$ cat src/rtl/math_pkg.sv
// math_pkg: shared switch FSM state type and ceil-log2 helper
package math_pkg;
  typedef enum logic [1:0] {IDLE, PKT, DROP} ctrl_sw_state_t;
  function automatic int log2(input int v);
    int r;
    for (r = 0; (1 << r) < v; r++) ;
    return r;
  endfunction
endpackage

$ cat src/rtl/sync_fifo_fwft.sv
// sync_fifo_fwft: first-word-fall-through FIFO with wrap-bit pointers
module sync_fifo_fwft import math_pkg::*; #(
  parameter int WIDTH = 8,
  parameter int DEPTH = 8
) (
  input  logic             clk,
  input  logic             reset_n,
  input  logic             push_i,
  input  logic             pop_i,
  input  logic [WIDTH-1:0] wdata_i,
  output logic [WIDTH-1:0] rdata_o,
  output logic             full_o,
  output logic             empty_o
);
  localparam int AW = log2(DEPTH);
  localparam logic [AW:0] ONE = 1;
  logic [AW:0] wr_q, rd_q, wr_d, rd_d;
  logic [WIDTH-1:0] mem_q [DEPTH];
  logic do_push, do_pop;
  // Flags from pointers; head word is zeroed when empty so outputs stay clean
  always_comb begin
    empty_o = wr_q == rd_q;
    full_o = (wr_q[AW] != rd_q[AW]) && (wr_q[AW-1:0] == rd_q[AW-1:0]);
    do_push = push_i & !full_o;
    do_pop = pop_i & !empty_o;
    wr_d = do_push ? wr_q + ONE : wr_q;
    rd_d = do_pop ? rd_q + ONE : rd_q;
    rdata_o = empty_o ? '0 : mem_q[rd_q[AW-1:0]];
  end
  // Pointer registers; reset flushes the FIFO
  always_ff @(posedge clk or negedge reset_n) begin
    if (!reset_n) begin
      wr_q <= '0;
      rd_q <= '0;
    end else begin
      wr_q <= wr_d;
      rd_q <= rd_d;
    end
  end
  // Storage array, written at the tail
  always_ff @(posedge clk) begin
    if (do_push) mem_q[wr_q[AW-1:0]] <= wdata_i;
  end
endmodule

$ cat src/rtl/ctrl_stream_switch.sv
// ctrl_stream_switch: packet-aware stream router with per-channel FIFOs and broadcast
module ctrl_stream_switch import math_pkg::*; #(
  parameter int DATA_WIDTH = 24,
  parameter int N_CHS = 4,
  parameter int FIFO_DEPTH = 8,
  localparam int SEL_W = (log2(N_CHS) > 1) ? log2(N_CHS) : 1
) (
  input  logic                        clk,
  input  logic                        reset_n,
  input  logic                        i_valid,
  input  logic [DATA_WIDTH-1:0]       i_data,
  input  logic                        i_last,
  output logic                        o_ready,
  input  logic [SEL_W-1:0]            i_dev_sel,
  input  logic                        i_bcast,
  input  logic                        i_err_clr,
  output logic [N_CHS-1:0]            o_valid,
  output logic [DATA_WIDTH*N_CHS-1:0] o_data,
  output logic [N_CHS-1:0]            o_last,
  input  logic [N_CHS-1:0]            i_ready,
  output logic                        o_busy,
  output logic                        o_sel_err
);
  ctrl_sw_state_t state_q;
  logic [SEL_W-1:0] sel_q, sel;
  logic bcast_q, bcast, err_q, err_d;
  logic idle, in_range, drop, accept;
  logic [N_CHS-1:0] full, empty, tgt, push;
  // Live select in IDLE, latched select mid-packet; ready depends only on registered full flags
  always_comb begin
    idle = state_q == IDLE;
    sel = idle ? i_dev_sel : sel_q;
    bcast = idle ? i_bcast : bcast_q;
    in_range = bcast | (32'(sel) < N_CHS);
    drop = (state_q == DROP) | (idle & !in_range);
    tgt = bcast ? '1 : N_CHS'(1) << sel;
    o_ready = reset_n & (drop | ~|(full & tgt));
    accept = i_valid & o_ready;
    push = (accept & !drop) ? tgt : '0;
    err_d = (accept & idle & !in_range) | (err_q & !i_err_clr);
  end
  // Packet FSM, select latch and sticky select-error flag
  always_ff @(posedge clk or negedge reset_n) begin
    if (!reset_n) begin
      state_q <= IDLE;
      sel_q <= '0;
      bcast_q <= 1'b0;
      err_q <= 1'b0;
    end else begin
      err_q <= err_d;
      if (accept)
        case (state_q)
          IDLE: begin
            sel_q <= i_dev_sel;
            bcast_q <= i_bcast;
            if (!i_last) state_q <= in_range ? PKT : DROP;
          end
          default: if (i_last) state_q <= IDLE;
        endcase
    end
  end
  assign o_busy = state_q != IDLE;
  assign o_sel_err = err_q;
  for (genvar k = 0; k < N_CHS; k++) begin : g_ch
    logic [DATA_WIDTH:0] rd;
    sync_fifo_fwft #(.WIDTH(DATA_WIDTH + 1), .DEPTH(FIFO_DEPTH)) u_fifo (
      .clk(clk),
      .reset_n(reset_n),
      .push_i(push[k]),
      .pop_i(i_ready[k]),
      .wdata_i({i_last, i_data}),
      .rdata_o(rd),
      .full_o(full[k]),
      .empty_o(empty[k])
    );
    assign o_valid[k] = !empty[k];
    assign o_last[k] = rd[DATA_WIDTH];
    assign o_data[DATA_WIDTH*k +: DATA_WIDTH] = rd[DATA_WIDTH-1:0];
  end
endmodule

$ cat config.mk
export PLATFORM = sky130hd
export DESIGN_NAME = ctrl_stream_switch
export DESIGN_NICKNAME = d
export VERILOG_FILES = /design/src/rtl/math_pkg.sv /design/src/rtl/sync_fifo_fwft.sv /design/src/rtl/ctrl_stream_switch.sv
export SDC_FILE = /design/constraint.sdc
export NUM_CORES = 1
export LEC_CHECK = 0
export CAP_MARGIN = 10
export CELL_PAD_IN_SITES_DETAIL_PLACEMENT = 1
export CELL_PAD_IN_SITES_GLOBAL_PLACEMENT = 1
export CORE_MARGIN = 5
export CORE_UTILIZATION = 40
export DETAILED_ROUTE_END_ITERATION = 7
export MAX_ROUTING_LAYER = met4
export PLACE_DENSITY = 0.67
export SLEW_MARGIN = 20
export SYNTH_ARGS = -nofsm -noshare
export SYNTH_HDL_FRONTEND = slang
export SYNTH_SLANG_ARGS = --single-unit
$ cat constraint.sdc
create_clock -name clk -period 14.65 [get_ports clk]
set_clock_uncertainty 0.2 [all_clocks]
set_input_delay 3.6625 -clock clk [delete_from_list [all_inputs] [get_ports clk]]
set_output_delay 3.6625 -clock clk [all_outputs]
set_load 0.01 [all_outputs]
==> impl_metrics.json, run 1 <==
{
  "status": "completed",
  "dp_cells": 2672,
  "synthToLayoutAreaGrowth_pct": 17.7,
  "worstPathRequired_ns": 10.79,
  "routed_wirelength_um": 75500,
  "dieArea_um2": 87300,
  "drv_slew": 0,
  "critPathArrivalTime_ns": 6.08,
  "timing.rr.start": "g_ch[0].u_fifo.rd_q[0]$_DFFE_PN0P_",
  "first_iter_violations": 1181,
  "startpoint": "i_bcast",
  "slew_headroom_pct": 31.8,
  "drc": 0,
  "critPathCaptureType": "primary output",
  "reg2reg_depth": 8,
  "worst_pin_slew_ns": 1.02,
  "met1_length_um": 33200,
  "syn_area_um2": 32600,
  "fin_nets": 1745,
  "syn_inst": 1488,
  "cts_hold_buf": 0,
  "firstDrtPassIters": 5,
  "cts.path.max_buffers": 3,
  "cts_tree": "done",
  "numClockSinks": 837,
  "htreeDepth": 3,
  "vias": 15200,
  "core_um2": 80700,
  "start_util_pct": 40.4,
  "drt-wirelength-per-cell_um": 26.7,
  "die_w_um": 296,
  "grt_pass1_vias": 16700,
  "r2r_slack_ns": 10.37,
  "final_layout_size_suffix_gt1_share_pct": 25.9,
  "ys_seq_area_share_pct": 76.5,
  "ir_drop_v": 0.0000997,
  "viasPerCell": 5.37,
  "synth_edf_count": 800,
  "grt_max_degree": 55,
  "yosysWarnings": 0,
  "clk_latency_ns": 0.62,
  "postSynth.asyncResetShare_pct": 4.42,
  "synth_seq_cells": 837,
  "hold_ws_ns": 0.292,
  "fin_crit_ns": 9.94,
  "wl_met3_um": 3510,
  "setup_tns_ns": 0,
  "grt.total_usage_pct": 17.9,
  "yosysUniqueCellTypes": 51,
  "antenna_found_initial": 3,
  "finalPower_w": 0.00784,
  "avgSynthCellArea_um2": 21.9,
  "num_rows": 104,
  "crit_end": "o_ready",
  "gp_congestion": 0.747,
  "final_cell_mix": "800 x edfxtp_1, 200 x mux4_2, 141 x clkdlybuf4s50_1, 108 x nor2_1, 100 x mux2i_1",
  "hold_viol_final": 0,
  "syn-num-nets": 1532,
  "crit_fanout": 8,
  "worstSetupStartpointType": "input port",
  "p_leak_nw": 12.5,
  "hpwl_um": 40200,
  "r2r_end": "g_ch[1].u_fifo.mem_q[5][11]$_DFFE_PP_",
  "clk_pin_slew_worst_paths_ns": 0.06,
  "ys.flop_type": "edfxtp_1",
  "final_common_cell": "edfxtp_1",
  "setup_ws_ns": 4.71,
  "drv_cap": 0,
  "p_per_area_nw_per_um2": 204,
  "detail-route-antenna-nets": 0,
  "finalCritPeriodShare_pct": 67.8,
  "cts_resized": 0,
  "setup-violations-final": 0,
  "die-height_um": 296,
  "top_layer": "met4",
  "rsz0062_at_grt": "no",
  "num_antenna_cells": 0,
  "cts_root_buf": "clkbuf_16",
  "cts_buffers": 85,
  "ioPinCount": 143,
  "preCtsSetupSlack_ns": 4.71,
  "layout.cells.non_filler": 2827,
  "fillers": 7243,
  "overflow": 0,
  "grt_pass1_wl_um": 111000,
  "port_buffers": 142,
  "crit_type": "input port to primary output",
  "fmax_ghz": 0.101,
  "wl_met2_um": 37600,
  "post-cts-setup-buffer-count": 0,
  "hold_path.class": "register to register"
}
==> final cells by class <==
| class | count | area (um2) | area share (%) |
|---|---|---|---|
| Sequential cell | 837 | 25000 | 65.1 |
| Timing Repair Buffer | 209 | 1960 | 5.12 |
| Inverter | 7 | 26.3 | 0.0685 |
| Tap cell | 1060 | 1330 | 3.46 |
| Clock inverter | 40 | 353 | 0.919 |
| Clock buffer | 113 | 2310 | 6.03 |
| Multi-Input combinational cell | 561 | 7430 | 19.4 |
==> per-layer routing <==
| metal | global-route usage, % | vias up |
|---|---|---|
| met1 | 24.5 | 8227 |
| li1 | - | 6542 |
| met4 | 3.50 | 0 |
| met3 | 2.82 | 92 |
| met5 | - | - |
| met2 | 28.9 | 330 |
==> kinds of logic (layout without fill, tap and decap cells) <==
kind of cell / Yosys count / count (layout) / synth area share, %
adder cells (fa/ha/maj): 8 / 8 / 0.307
multiplexers: 311 / 311 / 17.3
XOR/XNOR: 40 / 40 / 1.10
buffers and inverters: 90 / 369 / 1.29
AO/OA/AOI/OAI: 11 / 11 / 0.403
flip-flops: 837 / 837 / 76.5
AND/OR/NAND/NOR: 191 / 191 / 3.06
==> through the flow <==
stage,utilization [%],cell area (um2)
after floorplan,-,32600
after global placement,44.2,35700
after detailed placement,44.2,35700
after CTS,47.5,38300
after global routing,47.6,38400
final,47.6,38400
==> worst min path at each step <==
stage                                        from                            endpoint  slack, ns  cells past startpoint
3_5_place_dp   g_ch[1].u_fifo.rd_q[3]$_DFFE_PN0P_  g_ch[1].u_fifo.rd_q[3]$_DFFE_PN0P_       0.29                      1
6_report       g_ch[1].u_fifo.rd_q[3]$_DFFE_PN0P_  g_ch[1].u_fifo.rd_q[3]$_DFFE_PN0P_       0.29                      1
4_1_cts        g_ch[1].u_fifo.rd_q[3]$_DFFE_PN0P_  g_ch[1].u_fifo.rd_q[3]$_DFFE_PN0P_       0.30                      1
5_1_grt        g_ch[3].u_fifo.wr_q[3]$_DFFE_PN0P_  g_ch[3].u_fifo.wr_q[3]$_DFFE_PN0P_       0.31                      1
3_3_place_gp   g_ch[1].u_fifo.wr_q[3]$_DFFE_PN0P_  g_ch[1].u_fifo.wr_q[3]$_DFFE_PN0P_       0.27                      1
2_1_floorplan  g_ch[1].u_fifo.wr_q[3]$_DFFE_PN0P_  g_ch[1].u_fifo.wr_q[3]$_DFFE_PN0P_       0.26                      1
==> worst max-delay path, stage by stage <==
cell             delay, ns
clkdlybuf4s50_1       0.54
mux2i_4               0.33
o221a_2               0.29
o221ai_4              0.18
nor2_1                0.42
clkdlybuf4s50_1       0.64
==> registers in the layout, indices dropped and copies added (netlist names) <==
| signal | count |
|---|---|
| sel_q | 2 |
| o_sel_err | 1 |
| g_ch.u_fifo.rd_q | 16 |
| state_q | 1 |
| bcast_q | 1 |
| g_ch.u_fifo.mem_q | 800 |
| g_ch.u_fifo.wr_q | 16 |
==> power by group <==
part	internal (W)	total, W	switching (W)
Sequential	0.00286	0.00304	0.000181
Combinational	0.00136	0.00270	0.00134
Clock	0.00120	0.00209	0.000894
==> synth_stat cells (3+ instances only) <==
cell type	instances	area, um2
dfrtp_1	37	926
and4b_1	3	30.0
buf_1	4	15.0
edfxtp_1	800	24000
xnor2_1	21	184
mux4_2	200	4500
nand3_1	15	75.1
nor4_1	6	37.5
nor2_1	112	420
nand4_1	3	18.8
nor4b_2	5	75.1
nor4bb_1	3	30.0
buf_4	3	22.5
ha_1	8	100
clkbuf_1	33	124
buf_6	3	33.8
nor3b_1	3	22.5
mux2_2	8	90.1
inv_1	7	26.3
nor3_1	9	45.0
nand2_1	11	41.3
mux2i_1	100	1000
xor2_1	18	158
buf_2	38	190
No activity file was read; power rests on OpenSTA's default activity.
==> inputs of run 2 (changes only) <==
Settings changed: PLACE_DENSITY 0.67 to 0.7.
Clock period 14.65 ns to 8.92 ns, I/O delays scaled along.
==> run 2 against run 1 <==
  * Sequential share of layout area is essentially flat
  * Hold slack lost 0.0048 ns
  * Via count shrank 0.18%
  * Clock-buffer cell count shrank 4
  * Final area is essentially flat
  * Cell count is essentially flat
  * Total power grew 64%
  * Critical path type unchanged
  * Largest power group unchanged
==> impl_metrics.json, run 2 (synthesized netlist as in run 1, its figures left out) <==
{
  "ir_drop_v": 0.000193,
  "viasPerCell": 5.37,
  "cts_tree": "done",
  "cts_root_buf": "clkbuf_16",
  "final_layout_size_suffix_gt1_share_pct": 25.5,
  "fin_nets": 1740,
  "grt_max_degree": 55,
  "setup-violations-final": 0,
  "critPathMaxStageDelay_ns": 0.62,
  "cpMostUsedCell": "clkdlybuf4s50_1",
  "drv_slew": 0,
  "hpwl_um": 41300,
  "largest_reg_flops": 800,
  "worstPathRequired_ns": 6.49,
  "cts.path.max_buffers": 3,
  "cp_cell_sequence": "clkdlybuf4s50_1 -> mux2i_4 -> o221a_2 -> o221ai_4 -> nor2_1 -> clkdlybuf4s50_1",
  "port_buffers": 142,
  "p_leak_nw": 12.5,
  "drc": 0,
  "gp_congestion": 0.769,
  "firstDrtPassIters": 5,
  "rsz0062_at_grt": "no",
  "final_common_cell": "edfxtp_1",
  "slowest_stage": "clkdlybuf4s50_1",
  "setup_ws_ns": 1.86,
  "num_rows": 104,
  "hold_path.class": "register to register",
  "fin_crit_ns": 7.06,
  "vias": 15200,
  "start_util_pct": 40.4,
  "routed_wirelength_um": 74200,
  "setup_tns_ns": 0,
  "grt.total_usage_pct": 17.6,
  "core_um2": 80700,
  "preCtsSetupSlack_ns": 1.88,
  "multi_input_area_um2": 7440,
  "final-seq-area_um2": 25000,
  "cts_hold_buf": 0,
  "slew_headroom_pct": 33.9,
  "final_cell_mix": "800 x edfxtp_1, 200 x mux4_2, 140 x clkdlybuf4s50_1, 108 x nor2_1, 100 x mux2i_1",
  "status": "completed",
  "htreeDepth": 3,
  "grt_util_met3_pct": 3.18,
  "critPathCaptureType": "primary output",
  "clk_latency_ns": 0.63,
  "grt_pass1_wl_um": 110000,
  "drv_cap": 0,
  "worstSetupStartpointType": "input port",
  "synthToLayoutAreaGrowth_pct": 17.7,
  "dieArea_um2": 87300,
  "worst_pin_slew_ns": 0.988,
  "p_per_area_nw_per_um2": 335,
  "finalCritPeriodShare_pct": 79.2,
  "fmax_ghz": 0.142,
  "die-height_um": 296,
  "fillers": 7292,
  "hold_viol_final": 0,
  "top_usage_layer": "met2",
  "die_w_um": 296,
  "crit_type": "input port to primary output",
  "cts_buffers": 81,
  "clk_pin_slew_worst_paths_ns": 0.06,
  "antenna_found_initial": 8,
  "critPathArrivalTime_ns": 4.63,
  "first_iter_violations": 1173,
  "crit_fanout": 8,
  "ioPinCount": 143,
  "grt_pass1_vias": 16700,
  "drt-wirelength-per-cell_um": 26.3,
  "numClockSinks": 837,
  "post-cts-setup-buffer-count": 0,
  "met2_usage_pct": 29.1,
  "utilization_pct": 47.6,
  "cts_resized": 0,
  "overflow": 0,
  "use_met1_pct": 23.2,
  "detail-route-antenna-nets": 0
}
-- run 2: cell count changes in the layout (fill, tap and decap cells not counted), sizes merged --
cell           change
clkinv             +1
clkdlybuf4s50      -1
bufinv             +3
clkbuf             -4
inv                -2
diode              +4
clkinvlp           -2
-- run 2: worst max-delay path, delay by kind of cell --
kind,cells,cell delay (ns)
AOI/OAI and AO/OA,2,0.47
and+or+nand+nor,1,0.38
buffers and inverters,2,1.19
muxes,1,0.34
-- run 2: final cells by class --
class	count	share of cell area, %
inverters	7	0.0685
multi-input cells	561	19.4
well taps	1060	3.46
clock buffers	109	5.69
diodes	4	0.0261
flip-flops and latches	837	65.1
clock inverters	40	1.14
repair buffers	208	5.19
-- run 2: final timing paths --
path,start,endpoint,slack [ns],depth (start not counted)
min in group asynchronous,reset_n,o_sel_err$_DFF_PN0_,1.60,2
worst min register to register,g_ch[2].u_fifo.wr_q[3]$_DFFE_PN0P_,g_ch[2].u_fifo.wr_q[3]$_DFFE_PN0P_,0.29,1
max in group asynchronous,reset_n,g_ch[2].u_fifo.rd_q[0]$_DFFE_PN0P_,6.43,2
worst max register to register,g_ch[1].u_fifo.rd_q[0]$_DFFE_PN0P_,g_ch[1].u_fifo.mem_q[3][9]$_DFFE_PP_,4.62,8
worst max-delay path,i_bcast,o_ready,1.86,6
worst min-delay path,g_ch[2].u_fifo.wr_q[3]$_DFFE_PN0P_,g_ch[2].u_fifo.wr_q[3]$_DFFE_PN0P_,0.29,1
-- run 2: per-layer routing --
| metal | up-vias | wire length (um) |
|---|---|---|
| li1 | 6542 | - |
| met1 | 8172 | 31700 |
| met2 | 375 | 37600 |
| met3 | 75 | 3810 |
| met4 | 0 | 1090 |
| met5 | - | 0 |
-- run 2: through the flow --
step	hold slack [ns]	std cells	power [W]	area, um2
floorplan	0.260	1488	0.00765	32600
global placement	0.273	2668	0.00950	35600
detailed placement	0.284	2670	0.00961	35700
CTS	0.293	2819	0.0130	38300
global route	0.303	2824	0.0135	38400
finish	0.287	2826	0.0128	38400
-- run 2: power by group --
group	total [W]	internal (W)	switching (W)
Sequential	0.00503	0.00470	0.000325
Clock	0.00338	0.00196	0.00142
Combinational	0.00444	0.00226	0.00217
Total	0.0128	0.00892	0.00392
==> inputs of run 3 (changes only) <==
Settings changed: PLACE_DENSITY 0.7 to 0.67.
Clock period 8.92 ns to 6.8 ns, I/O delays scaled along.
==> run 3 against run 2 <==
  * Register-to-register slack worse by 2.0 ns
  * Final area rose by 0.31%
  * First-iteration DRC count down 5.3%
  * Critical path depth did not move
  * Core utilization increased by 0.15 points
  * Largest power group unchanged
  * Largest cell class unchanged
  * Sequential power grew 32%
  * Die area unchanged
==> impl_metrics.json, run 3 (synthesized netlist as in run 1, its figures left out) <==
{
  "r2r_slack_ns": 2.60,
  "die_w_um": 296,
  "layout.cells.non_filler": 2838,
  "grt_pass1_wl_um": 113000,
  "fin_crit_ns": 6.06,
  "final_cell_mix": "800 x edfxtp_1, 200 x mux4_2, 138 x clkdlybuf4s50_1, 108 x nor2_1, 100 x mux2i_1",
  "crit_type": "input port to primary output",
  "hold_ws_ns": 0.285,
  "port_buffers": 142,
  "vias": 15200,
  "fmax_ghz": 0.165,
  "final_common_cell": "edfxtp_1",
  "numClockSinks": 837,
  "final_layout_size_suffix_gt1_share_pct": 25.5,
  "routed_wirelength_um": 76000,
  "cts_hold_buf": 0,
  "die-height_um": 296,
  "setup_ws_ns": 0.744,
  "hold_path.class": "register to register",
  "setup_tns_ns": 0,
  "crit_fanout": 8,
  "worstPathRequired_ns": 4.90,
  "rsz0062_at_grt": "no",
  "worst_pin_slew_ns": 0.948,
  "hold_viol_final": 0,
  "clk_latency_ns": 0.62,
  "drv_cap": 0,
  "r2r_end": "g_ch[1].u_fifo.mem_q[4][7]$_DFFE_PP_",
  "critPathCaptureType": "primary output",
  "drc": 0,
  "cts_buffers": 86,
  "final_area_um2": 38500,
  "critPathArrivalTime_ns": 4.16,
  "firstDrtPassIters": 5,
  "grt.total_usage_pct": 18.0,
  "timing.rr.start": "g_ch[3].u_fifo.rd_q[0]$_DFFE_PN0P_",
  "synthToLayoutAreaGrowth_pct": 18.1,
  "cts_root_buf": "clkbuf_16",
  "antenna_found_initial": 2,
  "num_rows": 104,
  "post-cts-setup-buffer-count": 0,
  "grt_max_degree": 54,
  "drv_slew": 0,
  "largest_reg_flops": 800,
  "preCtsSetupSlack_ns": 0.782,
  "hold_end": "g_ch[2].u_fifo.wr_q[3]$_DFFE_PN0P_",
  "hpwl_um": 42300,
  "finalCritPeriodShare_pct": 89.1,
  "fin_nets": 1749,
  "ir_drop_v": 0.000265,
  "clk_pin_slew_worst_paths_ns": 0.06,
  "cts.path.max_buffers": 3,
  "cts_tree": "done",
  "grt_pass1_vias": 16600,
  "p_per_area_nw_per_um2": 444,
  "cts_resized": 0,
  "dieArea_um2": 87300,
  "viasPerCell": 5.36,
  "overflow": 0,
  "first_iter_violations": 1111,
  "start_util_pct": 40.4,
  "reg2reg_depth": 6,
  "p_leak_nw": 12.5,
  "detail-route-antenna-nets": 0,
  "gp_congestion": 0.752,
  "worstHoldStart": "g_ch[2].u_fifo.wr_q[3]$_DFFE_PN0P_",
  "ioPinCount": 143,
  "min_path_cells": 1,
  "placed_area_um2": 35700,
  "slew_headroom_pct": 36.5,
  "setup-violations-final": 0,
  "status": "completed",
  "htreeDepth": 3,
  "core_um2": 80700,
  "worstSetupStartpointType": "input port",
  "dp_cells": 2677,
  "drt-wirelength-per-cell_um": 26.8
}
run 3: changes by cell type in the layout (fill, tap and decap cells not counted), moves of 3 or more:
cell | previous run | this run
buf_4 | 61 | 70
clkbuf_16 | 82 | 91
clkbuf_8 | 3 | 0
buf_16 | 3 | 0
clkinv_1 | 11 | 19
and4b_1 | 0 | 3
and4b_2 | 3 | 0
clkinv_8 | 3 | 0
run 3: power by group:
part           internal (W)  switching [W]  total, W
sequential          0.00617       0.000485   0.00665
clock               0.00279        0.00191   0.00470
combinational       0.00292        0.00283   0.00575
run 3: how the worst max path moves through the flow:
stage | depth (start not counted) | end | startpoint | slack (ns)
after global placement | 6 | o_ready | i_bcast | 0.78
after floorplan | 6 | g_ch[1].u_fifo.mem_q[0][0]$_DFFE_PP_ | i_bcast | 0.77
final | 6 | o_ready | i_bcast | 0.74
after global routing | 6 | o_ready | i_bcast | 0.67
after CTS | 6 | o_ready | i_bcast | 0.76
after detailed placement | 6 | o_ready | i_bcast | 0.78
run 3: through the flow:
step	utilization, %	power (W)
after floorplan	-	0.0100
after detailed placement	44.2	0.0126
after CTS	47.7	0.0174
after global placement	44.2	0.0125
final	47.7	0.0171
after global routing	47.7	0.0180
run 3: cell type report:
class	count	area (um2)
multi-input cells	561	7420
clock buffers	113	2360
inverters	7	26.3
diodes	2	5.00
repair buffers	212	1930
fillers	7262	42200
clock inverters	46	465
well taps	1060	1330
flip-flops and latches	837	25000
run 3: worst max-delay path, stage by stage:
cell             delay, ns
clkdlybuf4s50_1       0.54
mux2i_4               0.33
o221a_2               0.29
o221ai_4              0.19
nor2_1                0.45
clkdlybuf4s50_1       0.64
run 3: routing by layer:
layer	GRT usage, %	up-vias	routed length (um)
met5	-	-	0
met4	3.81	0	1090
met3	2.37	70	3480
met2	29.5	354	38600
met1	24.6	8238	32800
li1	-	6560	-
